==> src/rtl/dut_unpack_if.sv <==
// -----------------------------------------------------------------------------
// dut_unpack_if
// Purpose : groups every non-clock/reset signal of the dut_unpack word
//           unpacker: configuration inputs, the packed-word input handshake,
//           the sample output handshake and the status outputs.
// Modports:
//   slave  - the unpacker itself (accepts packed words, produces samples)
//   master - the surrounding logic (offers packed words, consumes samples)
// Signals :
//   i_dut_unpack_capture_mode [2:0]  3'b000 single-channel, 3'b011 octal
//   i_dut_unpack_frame_len   [15:0]  words per frame, 0 = continuous
//   i_dut_unpack_word_valid          packed word offered
//   i_dut_unpack_word_data           packed word, lane 0 at LSBs (oldest)
//   o_dut_unpack_word_ready          packed word can be taken this cycle
//   o_dut_unpack_sample_valid        sample available
//   o_dut_unpack_sample_data         current sample
//   o_dut_unpack_sample_chan  [2:0]  channel tag of current sample
//   o_dut_unpack_sample_last         final sample of the frame
//   i_dut_unpack_sample_ready        sample consumed on valid && ready
//   o_dut_unpack_busy                unpacker is shifting out a word
//   o_dut_unpack_mode_err            sticky unsupported-mode flag
// -----------------------------------------------------------------------------
interface dut_unpack_if #(
  parameter int ADC_MAX_DATA_SIZE = 16,
  parameter int BRAM_WORD_NUM     = 16
);

  logic [2:0]                                 i_dut_unpack_capture_mode;
  logic [15:0]                                i_dut_unpack_frame_len;
  logic                                       i_dut_unpack_word_valid;
  logic [ADC_MAX_DATA_SIZE*BRAM_WORD_NUM-1:0] i_dut_unpack_word_data;
  logic                                       o_dut_unpack_word_ready;
  logic                                       o_dut_unpack_sample_valid;
  logic [ADC_MAX_DATA_SIZE-1:0]               o_dut_unpack_sample_data;
  logic [2:0]                                 o_dut_unpack_sample_chan;
  logic                                       o_dut_unpack_sample_last;
  logic                                       i_dut_unpack_sample_ready;
  logic                                       o_dut_unpack_busy;
  logic                                       o_dut_unpack_mode_err;

  modport slave (
    input  i_dut_unpack_capture_mode,
    input  i_dut_unpack_frame_len,
    input  i_dut_unpack_word_valid,
    input  i_dut_unpack_word_data,
    output o_dut_unpack_word_ready,
    output o_dut_unpack_sample_valid,
    output o_dut_unpack_sample_data,
    output o_dut_unpack_sample_chan,
    output o_dut_unpack_sample_last,
    input  i_dut_unpack_sample_ready,
    output o_dut_unpack_busy,
    output o_dut_unpack_mode_err
  );

  modport master (
    output i_dut_unpack_capture_mode,
    output i_dut_unpack_frame_len,
    output i_dut_unpack_word_valid,
    output i_dut_unpack_word_data,
    input  o_dut_unpack_word_ready,
    input  o_dut_unpack_sample_valid,
    input  o_dut_unpack_sample_data,
    input  o_dut_unpack_sample_chan,
    input  o_dut_unpack_sample_last,
    output i_dut_unpack_sample_ready,
    input  o_dut_unpack_busy,
    input  o_dut_unpack_mode_err
  );

endinterface

==> src/rtl/dut_unpack.sv <==
// -----------------------------------------------------------------------------
// dut_unpack
// Purpose : unpacks wide BRAM words holding BRAM_WORD_NUM samples of
//           ADC_MAX_DATA_SIZE bits into a stream of single samples, one per
//           cycle while the consumer is ready. Lane 0 (LSBs) is sent first.
//           Each word is tagged with the capture mode present when it was
//           accepted: single-channel (chan always 0) or octal (chan cycles
//           0..7 with the lane index). Words offered in any other mode are
//           dropped and raise a sticky mode_err flag. A 16-bit word counter
//           marks the last sample of every frame of frame_len words
//           (frame_len = 0 means an endless stream with no last marker).
// Ports   :
//   i_dut_unpack_clk      clock, all logic on the rising edge
//   i_dut_unpack_reset_n  asynchronous active-low reset
//   bus                   dut_unpack_if.slave (handshakes, config, status)
// Build option:
//   DUT_UNPACK_BYTE_SWAP_EN  when defined, the upper and lower halves of every
//                            outgoing sample are exchanged (USB byte order);
//                            when undefined samples leave unmodified.
// -----------------------------------------------------------------------------
module dut_unpack #(
  parameter int ADC_MAX_DATA_SIZE = 16,
  parameter int BRAM_WORD_NUM     = 16
) (
  input  logic        i_dut_unpack_clk,
  input  logic        i_dut_unpack_reset_n,
  dut_unpack_if.slave bus
);

  localparam int WORD_W = ADC_MAX_DATA_SIZE * BRAM_WORD_NUM;
  localparam int IDX_W  = (BRAM_WORD_NUM > 1) ? $clog2(BRAM_WORD_NUM) : 1;
  localparam logic [IDX_W-1:0] LAST_IDX = IDX_W'(BRAM_WORD_NUM - 1);

  localparam logic [2:0] MODE_SINGLE = 3'b000;
  localparam logic [2:0] MODE_OCTAL  = 3'b011;

  typedef enum logic {
    EMPTY = 1'b0,
    SHIFT = 1'b1
  } state_t;

  state_t state;
  state_t state_next;

  logic [WORD_W-1:0] holding;
  logic [IDX_W-1:0]  index;
  logic [15:0]       word_cnt;
  logic [2:0]        mode;
  logic              mode_err;

  logic mode_ok;
  logic at_last_lane;
  logic consume;
  logic word_done;
  logic word_accept;
  logic load_word;
  logic drop_word;
  logic frame_end;

  logic                         word_ready;
  logic                         sample_valid;
  logic [ADC_MAX_DATA_SIZE-1:0] sample_data;
  logic [2:0]                   sample_chan;
  logic                         sample_last;
  logic                         busy;

  logic [ADC_MAX_DATA_SIZE-1:0] lane_sample;
  logic [ADC_MAX_DATA_SIZE-1:0] out_sample;

  // ---------------------------------------------------------------------------
  // Handshake decode
  // ---------------------------------------------------------------------------
  assign mode_ok = (bus.i_dut_unpack_capture_mode == MODE_SINGLE) ||
                   (bus.i_dut_unpack_capture_mode == MODE_OCTAL);

  assign at_last_lane = (index == LAST_IDX);

  // In SHIFT a sample is always on offer, so the consumer's ready alone
  // decides whether the current lane leaves this cycle.
  assign consume   = (state == SHIFT) && bus.i_dut_unpack_sample_ready;
  assign word_done = consume && at_last_lane;

  assign word_accept = bus.i_dut_unpack_word_valid && word_ready;
  assign load_word   = word_accept && mode_ok;
  assign drop_word   = word_accept && !mode_ok;

  // frame_len is compared live, so a new length applies from the next word
  // that reaches its final lane without disturbing the running count.
  assign frame_end = (bus.i_dut_unpack_frame_len != 16'd0) &&
                     (word_cnt == bus.i_dut_unpack_frame_len - 16'd1);

  // ---------------------------------------------------------------------------
  // Lane select and optional byte-order swap
  // ---------------------------------------------------------------------------
  assign lane_sample = holding[32'(index) * ADC_MAX_DATA_SIZE +: ADC_MAX_DATA_SIZE];

`ifdef DUT_UNPACK_BYTE_SWAP_EN
  localparam int HALF_W = ADC_MAX_DATA_SIZE / 2;
  assign out_sample = {lane_sample[HALF_W-1:0],
                       lane_sample[ADC_MAX_DATA_SIZE-1:HALF_W]};
`else
  assign out_sample = lane_sample;
`endif

  // ---------------------------------------------------------------------------
  // FSM: state register
  // ---------------------------------------------------------------------------
  always_ff @(posedge i_dut_unpack_clk or negedge i_dut_unpack_reset_n) begin
    if (!i_dut_unpack_reset_n) begin
      state <= EMPTY;
    end else begin
      state <= state_next;
    end
  end

  // ---------------------------------------------------------------------------
  // FSM: next state
  // A new word loaded on the cycle the last lane leaves keeps the FSM in
  // SHIFT, giving a bubble-free stream across word boundaries.
  // ---------------------------------------------------------------------------
  always_comb begin
    state_next = state;
    case (state)
      EMPTY: begin
        if (load_word) begin
          state_next = SHIFT;
        end
      end
      SHIFT: begin
        if (word_done) begin
          state_next = load_word ? SHIFT : EMPTY;
        end
      end
      default: state_next = EMPTY;
    endcase
  end

  // ---------------------------------------------------------------------------
  // FSM: outputs
  // word_ready looks through to sample_ready on the final lane so the next
  // word can be taken in the same cycle the current one finishes.
  // ---------------------------------------------------------------------------
  always_comb begin
    word_ready   = 1'b0;
    sample_valid = 1'b0;
    sample_data  = '0;
    sample_chan  = 3'd0;
    sample_last  = 1'b0;
    busy         = 1'b0;
    case (state)
      EMPTY: begin
        word_ready = 1'b1;
      end
      SHIFT: begin
        busy         = 1'b1;
        sample_valid = 1'b1;
        sample_data  = out_sample;
        sample_chan  = (mode == MODE_OCTAL) ? 3'(index) : 3'd0;
        sample_last  = at_last_lane && frame_end;
        word_ready   = at_last_lane && bus.i_dut_unpack_sample_ready;
      end
      default: begin
        word_ready = 1'b0;
      end
    endcase
  end

  // ---------------------------------------------------------------------------
  // Holding register, lane index and latched mode
  // The index returns to 0 when a word drains without a successor so that a
  // later word always starts from lane 0.
  // ---------------------------------------------------------------------------
  always_ff @(posedge i_dut_unpack_clk or negedge i_dut_unpack_reset_n) begin
    if (!i_dut_unpack_reset_n) begin
      holding <= '0;
      index   <= '0;
      mode    <= MODE_SINGLE;
    end else if (load_word) begin
      holding <= bus.i_dut_unpack_word_data;
      index   <= '0;
      mode    <= bus.i_dut_unpack_capture_mode;
    end else if (word_done) begin
      index <= '0;
    end else if (consume) begin
      index <= index + IDX_W'(1);
    end
  end

  // ---------------------------------------------------------------------------
  // Frame word counter: counts completed words, wraps after the frame's last
  // word, and free-runs through 16 bits when frame_len is 0.
  // ---------------------------------------------------------------------------
  always_ff @(posedge i_dut_unpack_clk or negedge i_dut_unpack_reset_n) begin
    if (!i_dut_unpack_reset_n) begin
      word_cnt <= 16'd0;
    end else if (word_done) begin
      word_cnt <= frame_end ? 16'd0 : word_cnt + 16'd1;
    end
  end

  // ---------------------------------------------------------------------------
  // Sticky error for words offered in an unsupported capture mode
  // ---------------------------------------------------------------------------
  always_ff @(posedge i_dut_unpack_clk or negedge i_dut_unpack_reset_n) begin
    if (!i_dut_unpack_reset_n) begin
      mode_err <= 1'b0;
    end else if (drop_word) begin
      mode_err <= 1'b1;
    end
  end

  assign bus.o_dut_unpack_word_ready   = word_ready;
  assign bus.o_dut_unpack_sample_valid = sample_valid;
  assign bus.o_dut_unpack_sample_data  = sample_data;
  assign bus.o_dut_unpack_sample_chan  = sample_chan;
  assign bus.o_dut_unpack_sample_last  = sample_last;
  assign bus.o_dut_unpack_busy         = busy;
  assign bus.o_dut_unpack_mode_err     = mode_err;

endmodule

==> src/flat_wrapper.sv <==
// flat-port wrapper written by rule: the top's interface ports become plain ports
module dut_unpack_flat 
#(
  parameter int ADC_MAX_DATA_SIZE = 16,
  parameter int BRAM_WORD_NUM     = 16
)
  (i_dut_unpack_clk, i_dut_unpack_reset_n, bus_i_dut_unpack_capture_mode, bus_i_dut_unpack_frame_len, bus_i_dut_unpack_word_valid, bus_i_dut_unpack_word_data, bus_o_dut_unpack_word_ready, bus_o_dut_unpack_sample_valid, bus_o_dut_unpack_sample_data, bus_o_dut_unpack_sample_chan, bus_o_dut_unpack_sample_last, bus_i_dut_unpack_sample_ready, bus_o_dut_unpack_busy, bus_o_dut_unpack_mode_err);
  dut_unpack_if #(.ADC_MAX_DATA_SIZE(ADC_MAX_DATA_SIZE), .BRAM_WORD_NUM(BRAM_WORD_NUM)) bus_i ();
  input  logic i_dut_unpack_clk;
  input  logic i_dut_unpack_reset_n;
  input wire logic [$bits(bus_i.i_dut_unpack_capture_mode)-1:0] bus_i_dut_unpack_capture_mode;
  input wire logic [$bits(bus_i.i_dut_unpack_frame_len)-1:0] bus_i_dut_unpack_frame_len;
  input wire logic [$bits(bus_i.i_dut_unpack_word_valid)-1:0] bus_i_dut_unpack_word_valid;
  input wire logic [$bits(bus_i.i_dut_unpack_word_data)-1:0] bus_i_dut_unpack_word_data;
  output wire logic [$bits(bus_i.o_dut_unpack_word_ready)-1:0] bus_o_dut_unpack_word_ready;
  output wire logic [$bits(bus_i.o_dut_unpack_sample_valid)-1:0] bus_o_dut_unpack_sample_valid;
  output wire logic [$bits(bus_i.o_dut_unpack_sample_data)-1:0] bus_o_dut_unpack_sample_data;
  output wire logic [$bits(bus_i.o_dut_unpack_sample_chan)-1:0] bus_o_dut_unpack_sample_chan;
  output wire logic [$bits(bus_i.o_dut_unpack_sample_last)-1:0] bus_o_dut_unpack_sample_last;
  input wire logic [$bits(bus_i.i_dut_unpack_sample_ready)-1:0] bus_i_dut_unpack_sample_ready;
  output wire logic [$bits(bus_i.o_dut_unpack_busy)-1:0] bus_o_dut_unpack_busy;
  output wire logic [$bits(bus_i.o_dut_unpack_mode_err)-1:0] bus_o_dut_unpack_mode_err;
  assign bus_i.i_dut_unpack_capture_mode = bus_i_dut_unpack_capture_mode;
  assign bus_i.i_dut_unpack_frame_len = bus_i_dut_unpack_frame_len;
  assign bus_i.i_dut_unpack_word_valid = bus_i_dut_unpack_word_valid;
  assign bus_i.i_dut_unpack_word_data = bus_i_dut_unpack_word_data;
  assign bus_o_dut_unpack_word_ready = bus_i.o_dut_unpack_word_ready;
  assign bus_o_dut_unpack_sample_valid = bus_i.o_dut_unpack_sample_valid;
  assign bus_o_dut_unpack_sample_data = bus_i.o_dut_unpack_sample_data;
  assign bus_o_dut_unpack_sample_chan = bus_i.o_dut_unpack_sample_chan;
  assign bus_o_dut_unpack_sample_last = bus_i.o_dut_unpack_sample_last;
  assign bus_i.i_dut_unpack_sample_ready = bus_i_dut_unpack_sample_ready;
  assign bus_o_dut_unpack_busy = bus_i.o_dut_unpack_busy;
  assign bus_o_dut_unpack_mode_err = bus_i.o_dut_unpack_mode_err;
  dut_unpack #(.ADC_MAX_DATA_SIZE(ADC_MAX_DATA_SIZE), .BRAM_WORD_NUM(BRAM_WORD_NUM)) u_core (.i_dut_unpack_clk(i_dut_unpack_clk), .i_dut_unpack_reset_n(i_dut_unpack_reset_n), .bus(bus_i));
endmodule
==> config.mk <==
export PLATFORM = sky130hd
export DESIGN_NAME = dut_unpack_flat
export DESIGN_NICKNAME = d
export VERILOG_FILES = /design/src/rtl/dut_unpack_if.sv /design/src/rtl/dut_unpack.sv /design/src/flat_wrapper.sv
export SDC_FILE = /design/constraint.sdc
export NUM_CORES = 1
export LEC_CHECK = 0
export CAP_MARGIN = 30
export CORE_ASPECT_RATIO = 0.6
export CORE_MARGIN = 4
export CORE_UTILIZATION = 55
export DETAILED_ROUTE_END_ITERATION = 6
export PLACE_DENSITY = 0.89
export REMOVE_ABC_BUFFERS = 1
export SYNTH_ARGS = -nofsm -noshare
export SYNTH_HDL_FRONTEND = slang
export SYNTH_SLANG_ARGS = --single-unit
==> constraint.sdc <==
create_clock -name i_dut_unpack_clk -period 7.35 [get_ports i_dut_unpack_clk]
set_input_delay 0.735 -clock i_dut_unpack_clk [delete_from_list [all_inputs] [get_ports i_dut_unpack_clk]]
set_output_delay 0.735 -clock i_dut_unpack_clk [all_outputs]
set_load 0.02 [all_outputs]
# Yosys cells after proc, flatten, opt, wreduce, memory -nomap -nowiden
# Cells that the tools add are included.
# op_classes
bitwise	1
addsub	3
eq_ne	4
shift	1
n_reduce_logical	13
mux	13
# ops
cell	count
$shiftx A256 B9 Y16	1
$mux W16	2
$add A16 B1 Y16 const B	1
$eq A16 B16 Y1	1
$reduce_bool A16 Y1	1
$sub A16 B1 Y16 const B	1
$mux W4	3
$logic_and A1 B1 Y1	8
$eq A3 B2 Y1 const B	2
$mux W3	2
$add A4 B1 Y4 const B	1
$eq A4 B4 Y1 const B	1
$mux W1	4
$pmux W1 S2	2
$logic_not A3 Y1	1
$reduce_bool A3 Y1	1
$logic_not A1 Y1	1
$logic_or A1 B1 Y1	1
$not A1 Y1	1
# totals
ff_bits	281
elab_cells	41
out_inout_bits	24

# Longest topological paths before layout
# Gate-level depths: netlist of the first run.
# logic_depth
depth_word	8
mapped_depth	10
depth_no_buf	9

# Least setup slack after synthesis of the first run
# No wires, ideal clock.
# synth_path
path_type	in2out
startpoint	in bus_i_dut_unpack_frame_len[0]
endpoint	out bus_o_dut_unpack_sample_last
path_slack_ns	3.529
n_path_buf	0
stages	8
t_arrival_ns	3.086
cell_sequence	inv_1 > ha_1 > or3b_2 > or3_1 > a32oi_1 > o211ai_1 > or4_4 > nor3_1
# synth_between
elab_chain_len	5
# synth_rtl
item	line	rtl
from (decl)	flat_wrapper.sv:12	input wire logic [$bits(bus_i.i_dut_unpack_frame_len)-1:0] bus_i_dut_unpack_frame_len;
$sub A16 B1 Y16	dut_unpack.sv:90	(word_cnt == bus.i_dut_unpack_frame_len - 16'd1);
$eq A16 B16 Y1	dut_unpack.sv:90	
$logic_and A1 B1 Y1 *	dut_unpack.sv:89	assign frame_end = (bus.i_dut_unpack_frame_len != 16'd0) &&
$logic_and A1 B1 Y1 *	dut_unpack.sv:159	sample_last = at_last_lane && frame_end;
$mux W1 *	dut_unpack.sv:150	case (state)
to (decl)	flat_wrapper.sv:19	output wire logic [$bits(bus_i.o_dut_unpack_sample_last)-1:0] bus_o_dut_unpack_sample_last;
# Mark *: on every way between the ends. The rest lies on a longest branch, timed or not.

# Final worst setup path of the first run
# Same ends and word-level chain as after synthesis.

==> out/results.txt, run 1 <==
Status -> finished, final reports clean
CTS root buffer -> clkbuf_16
Sw frac -> 31.5%
Final WL -> 36.3 mm
Final Net Count -> 1687
Number of synthesized flops with an enable pin -> 0
Most frequent cells in the layout -> 406 x nand2_1, 301 x clkdlybuf4s50_1, 278 x dfrtp_1
Core Region -> 23300 um^2
Initial DRC count -> 687
CP Data Required Time -> 6.61 ns
Synthesis-to-layout area growth -> 31.1%
Die width -> 208 um
PostCTS Resize Cnt -> 0
Vias after detailed routing -> 9899
CTS tree -> yes
Mapped cell area -> 13200 um^2
Fin area -> 17300 um^2
Worst path cell trace -> clkdlybuf4s50_1, inv_1, ha_1, or3b_2, or3_1, a32oi_1, o211ai_1, or4_4, nor3_1, clkdlybuf4s50_1
Cell taking the most area after synthesis -> dfrtp_1
Routed length per placed instance -> 20.9 um
Post-CTS Setup Bufs -> 0
Pint -> 0.00448 W
Syn Inst Count -> 1135
Most frequent CP cell -> clkdlybuf4s50_1
Final hold vios -> 0
Skew-Pair Late Insertion Delay -> 0.53 ns
Hold Crit Class -> in -> async
Detail Route Antenna Nets -> 0
Synth Area in XOR/XNOR -> 2.19%
Crit path capture type -> output pin
Pwr per Cell Area -> 378 nW/um^2
First-pass GRT wire length -> 57.0 mm
DR vias/cell -> 5.69
Simple-Gate Fraction of Synth Area -> 16.3%
Worst Max-Slew Pin Slew -> 0.937 ns
Ys flop type -> dfrtp_1
Fin cells -> 1740
Initial core utilization -> 56.6%
Rel. slew slack -> 37.5%
H-tree Lvls -> 1
Setup violators final -> 0
Share of layout cells above drive strength 1 -> 18.9%
Net Sw Power -> 0.00207 W
Synth top area cells -> dfrtp_1 53%, mux4_2 14%, nand2_1 12%
WP data arrival -> 4.13 ns
Buffer depth of the longest clock path -> 3
Final worst-path cycle share -> 66.2%
Mux contribution to synthesized area -> 24.6%
Main combinational cell family by area after synthesis -> multiplexers
Reg power frac -> 42.2%
CP Class -> in -> out
Critical-path top delay cell -> clkdlybuf4s50_1
# rows -> 43
Vias in the first global route -> 10400
Worst Path Max Fanout -> 4
Max Freq -> 0.206 GHz
Largest net degree at the start of global routing -> 160
Die area -> 26600 um^2
Fin Clk Skew -> 0.0102 ns
Gate power share -> 37.9%
Antenna violations before repair -> 11
Cts bufs inserted -> 26
Flops & latches, synth -> 281
Compound-Gate Fraction of Synth Area -> 1.08%
Fillers -> 1522
Port bufs -> 302
Critical path's largest stage delay -> 0.64 ns
Max cap viols -> 0
VDD IR-drop max -> 0.210 mV
P_leak -> 7.76 nW
Clk slew on worst S/H paths -> 0.06 ns
DRC Markers -> 0
Clock period minus worst slack -> 4.87 ns
Commonest non-fill, non-tap cell in the layout -> nand2_1
# IOs -> 303
RSZ-0062 raised after global routing -> no
Placed Cells -> 1690
Clock network power share -> 19.9%
Die Y -> 128 um
CP Launch Type -> input pin
Async SR Flop Fraction -> 100%
RD Place Congestion -> 0.907
Overall power -> 0.00655 W
Overflow after GRT -> 0
Warnings, synthesis -> 0
Post-DP Area -> 16500 um^2
Adder-Cell Fraction of Synth Area -> 0.379%
Top-area cell type share of the netlist area -> 53.2%
HPWL Detailed -> 24.9 mm
Pre-antenna DRT Iters -> 5
Setup total negative slack -> 0 ns
Sequential area share after synthesis -> 53.2%
CTS sink cnt -> 281
Avg Cell Area, Syn -> 11.6 um^2
Post-CTS Hold Fix Bufs -> 0
Total track usage -> 27.1%
Max-slew violations -> 0
Unique masters post-synth -> 43
[power groups by stage]
stage	combinational, W	clock, W	sequential [W]
floorplan	0.00172	0	0.00266
global placement	0.00232	0	0.00276
detailed placement	0.00241	0	0.00282
CTS	0.00244	0.00133	0.00281
global route	0.00269	0.00139	0.00284
finish	0.00248	0.00130	0.00276
[Yosys cell counts (2+ instances only)]
| cell | instances |
|---|---|
| and3_1 | 8 |
| and2_1 | 21 |
| nor4_1 | 2 |
| ha_1 | 4 |
| a21oi_1 | 7 |
| dfrtp_1 | 281 |
| or3_1 | 5 |
| o21ai_0 | 5 |
| mux4_2 | 80 |
| xnor2_1 | 18 |
| inv_1 | 4 |
| nand3_1 | 14 |
| clkbuf_2 | 2 |
| nor3_1 | 14 |
| or4_1 | 4 |
| nand2_1 | 406 |
| or3b_2 | 2 |
| mux2_2 | 129 |
| o31ai_1 | 2 |
| and4_1 | 3 |
| nand4_1 | 3 |
| xor2_1 | 15 |
| clkbuf_1 | 57 |
| nor2_1 | 22 |
| buf_1 | 9 |
[registers in the layout, indices dropped and copies added (netlist names)]
name,flops
u_core.word_cnt,16
u_core.holding,256
u_core.state,1
u_core.bus.o_dut_unpack_mode_err,1
u_core.index,4
u_core.mode,3
[metal layers]
metal	up-vias	GRT usage, %	share of wire [%]
met5	-	0	0.24
met4	12	6.02	1.9
met3	65	9.17	9.4
met2	431	43.6	47
met1	4979	36.7	41
li1	4412	-	-
[path summary, 6_finish.rpt]
path | to | cells after the start | slack, ns | from
setup / recovery | bus_o_dut_unpack_sample_last | 10 | 2.48 | bus_i_dut_unpack_frame_len[0]
hold / removal | u_core.holding[92] | 1 | 0.26 | i_dut_unpack_reset_n
setup reg to reg | u_core.mode[1] | 10 | 3.42 | u_core.index[0]
hold reg to reg | u_core.holding[59] | 2 | 0.47 | u_core.holding[59]
max in group asynchronous | u_core.holding[94] | 2 | 5.73 | i_dut_unpack_reset_n
min in group i_dut_unpack_clk | u_core.holding[59] | 2 | 0.47 | u_core.holding[59]
[worst max-delay path: cells and delay by family]
kind	cells	cell delay, ns
buf+inv	3	1.25
compound gates	2	0.29
fa+ha+maj	1	0.19
simple gates	4	1.67
[metrics by stage]
step / hold slack (ns) / util, % / worst slack, ns
6_report: 0.258 / 74.2 / 2.48
5_1_grt: 0.343 / 74.2 / 2.33
4_1_cts: 0.315 / 74.0 / 2.49
3_5_place_dp: 0.458 / 70.5 / 2.49
3_3_place_gp: 0.451 / 70.5 / 2.56
2_1_floorplan: 0.439 / - / -3.53
[kinds of logic after synthesis]
kind of cell             Yosys count
AND/OR/NAND/NOR                  512
flip-flops                       281
multiplexers                     209
buffers and inverters             75
XOR/XNOR                          33
AO/OA/AOI/OAI                     21
adder cells (fa/ha/maj)            4
[area by class of cell]
| cell class | instances | area, um^2 | area share [%] |
|---|---|---|---|
| Clock buffer | 41 | 788 | 4.55 |
| Sequential cell | 281 | 7040 | 40.7 |
| Inverter | 4 | 15.0 | 0.0867 |
| Antenna cell | 4 | 10.0 | 0.0578 |
| Clock inverter | 4 | 20.0 | 0.116 |
| Tap cell | 315 | 394 | 2.28 |
| Timing Repair Buffer | 312 | 3150 | 18.2 |
| Multi-Input combinational cell | 779 | 5900 | 34.1 |
(Power assumes the default switching activity.)
==> inputs of run 2 (changes only) <==
- CORE_UTILIZATION: 55 -> 51
- PLACE_DENSITY: 0.89 -> 0.83
- clock period: 7.35 -> 5.01 ns (I/O delays scaled with it)
==> out/results.txt, run 2 (synthesis gave the netlist of run 1 again) <==
Status -> finished, final reports clean
Crit path capture type -> output pin
Register Area -> 7040 um^2 (unchanged)
Worst Path Max Fanout -> 4 (unchanged)
# IOs -> 303 (unchanged)
CP Class -> in -> out
H-tree Lvls -> 1 (unchanged)
Setup violators final -> 0 (unchanged)
Share of layout cells above drive strength 1 -> 19.2% (+0.30 points)
Largest regs -> u_core.holding x256, u_core.word_cnt x16, u_core.index x4
Buffers plus inverters on the worst setup path -> 3 (unchanged)
R2R depth -> 8 (-2)
CP Data Required Time -> 4.51 ns (-2.10 ns)
Top reg by flops -> u_core.holding
Largest register FFs -> 256 (unchanged)
VDD IR-drop max -> 0.332 mV (+58%)
Setup ws final -> 0.585 ns (-1.90 ns)
Die area -> 28600 um^2 (+7.4%)
Max Freq -> 0.226 GHz
Final Net Count -> 1690 (+0.18%)
Fillers -> 1843 (+21%)
Detail Route Antenna Nets -> 0 (unchanged)
Pre-antenna DRT Iters -> 5 (unchanged)
Die width -> 216 um (+3.7%)
Routed length per placed instance -> 19.7 um (-5.5%)
Vias after detailed routing -> 9749 (-1.5%)
Cts bufs inserted -> 26 (unchanged)
WP data arrival -> 3.92 ns (-0.21 ns)
Max cap viols -> 0 (unchanged)
RSZ-0062 raised after global routing -> no
# rows -> 45 (+4.7%)
Final worst-path cycle share -> 88.3%
P_leak -> 7.82 nW (+0.77%)
Reg2reg end -> u_core.holding[79]
PostCTS Resize Cnt -> 0 (unchanged)
Final WL -> 35.1 mm (-3.3%)
Core Region -> 25400 um^2 (+8.8%)
Vias in the first global route -> 10300 (-1.6%)
CP Launch Type -> input pin
Total track usage -> 24.5% (-2.7 points)
Initial DRC count -> 811 (+18%)
Most frequent cells in the layout -> 406 x nand2_1, 301 x clkdlybuf4s50_1, 278 x dfrtp_1
Clock period minus worst slack -> 4.42 ns
First-pass GRT wire length -> 56.0 mm (-1.8%)
Reg2Reg Setup Slack -> 1.46 ns (-1.96 ns)
Antenna violations before repair -> 9 (-2)
Rel. slew slack -> 33.0% (-4.5 points)
Max-slew violations -> 0 (unchanged)
CTS tree -> yes
Initial core utilization -> 52.0% (-4.6 points)
CTS sink cnt -> 281 (unchanged)
Critical path's largest stage delay -> 0.64 ns (about the same)
Port bufs -> 302 (unchanged)
Area of the multi-input gates -> 5900 um^2 (unchanged)
Worst Max-Slew Pin Slew -> 1.00 ns (+0.0677 ns)
Clk slew on worst S/H paths -> 0.06 ns (about the same)
RD Place Congestion -> 0.910 (+0.35%)
Final hold vios -> 0 (unchanged)
Post-CTS Hold Fix Bufs -> 1 (+1)
Die Y -> 133 um (+3.6%)
Fin Clk Skew -> 0.0110 ns (+0.000804 ns)
Worst path cell trace -> clkdlybuf4s50_1, inv_1, ha_1, or3b_2, or3_1, a32oi_1, o211ai_1, or4_4, nor3_1, clkdlybuf4s50_1
Critical-path top delay cell -> clkdlybuf4s50_1
Pwr per Cell Area -> 558 nW/um^2 (+47%)
Reg2reg start -> u_core.index[0]
Skew-Pair Late Insertion Delay -> 0.54 ns (about the same)
Delay-heaviest family, CP -> simple AND/OR/NAND/NOR gates
Placement Setup Slack -> 0.628 ns (-1.86 ns)
Most frequent CP cell -> clkdlybuf4s50_1
Commonest non-fill, non-tap cell in the layout -> nand2_1
DRC Markers -> 0 (unchanged)
Largest net degree at the start of global routing -> 172 (+7.5%)
CTS root buffer -> clkbuf_16
Buffer depth of the longest clock path -> 3 (unchanged)
Setup total negative slack -> 0 ns (unchanged)
Post-CTS Setup Bufs -> 0 (unchanged)
DR vias/cell -> 5.47 (-3.8%)
Synthesis-to-layout area growth -> 32.6%
Hold Crit Class -> in -> async
Overflow after GRT -> 0 (unchanged)
HPWL Detailed -> 24.2 mm (-2.4%)
run 2: changes by cell type in the layout (fill, tap and decap cells not counted):
cell	previous run	this run
inv_6	0	1
clkinv_2	4	1
dlygate4sd3_1	0	1
clkbuf_1	8	6
buf_16	1	0
clkinvlp_4	0	2
clkbuf_8	6	5
buf_12	2	5
bufinv_16	0	4
run 2: worst max-delay path by stage:
| stage | endpoint | start | cells past startpoint | slack [ns] |
|---|---|---|---|---|
| final | bus_o_dut_unpack_sample_last | bus_i_dut_unpack_frame_len[0] | 10 | 0.59 |
| after global routing | bus_o_dut_unpack_sample_last | bus_i_dut_unpack_frame_len[0] | 10 | 0.45 |
| after CTS | bus_o_dut_unpack_sample_last | bus_i_dut_unpack_frame_len[0] | 10 | 0.62 |
| after detailed placement | bus_o_dut_unpack_sample_last | bus_i_dut_unpack_frame_len[0] | 10 | 0.63 |
| after global placement | bus_o_dut_unpack_sample_last | bus_i_dut_unpack_frame_len[0] | 10 | 0.72 |
| after floorplan | u_core.mode[1] | u_core.index[0] | 7 | -5.87 |
run 2: per-stage QoR:
stage / utilization (%) / hold WS (ns) / instances / cell area (um^2) / total power [W]
2_1_floorplan: - / 0.205 / 1064 / 12900 / 0.00642
3_3_place_gp: 65.3 / 0.395 / 1730 / 16600 / 0.00753
3_5_place_dp: 65.3 / 0.396 / 1730 / 16600 / 0.00768
4_1_cts: 68.9 / 0.429 / 1777 / 17500 / 0.00984
5_1_grt: 69.0 / 0.441 / 1780 / 17500 / 0.0103
6_report: 69.0 / 0.433 / 1781 / 17500 / 0.00976
run 2: power by group:
part	internal (W)	leakage (nW)	switching, W	total, W
Sequential	0.00330	3.48	0.000739	0.00404
Combinational	0.00221	3.90	0.00139	0.00360
Clock	0.00127	0.441	0.000854	0.00212
Total	0.00678	7.82	0.00299	0.00976
run 2: layer usage:
layer / routed length (um) / track usage, % / vias to the layer above
met5: 76 / 0 / -
met4: 680 / 4.86 / 12
met3: 2770 / 6.79 / 56
met2: 16100 / 38.1 / 345
met1: 15500 / 35.2 / 4910
li1: - / - / 4426
run 2: area by class of cell:
class / instances / share of cell area [%]
timing repair buffer: 315 / 18.2
sequential: 281 / 40.2
clock buffer: 38 / 4.38
inverter: 4 / 0.0857
tap: 352 / 2.51
antenna: 4 / 0.0572
clock inverter: 8 / 0.850
multi-input combinational: 779 / 33.7
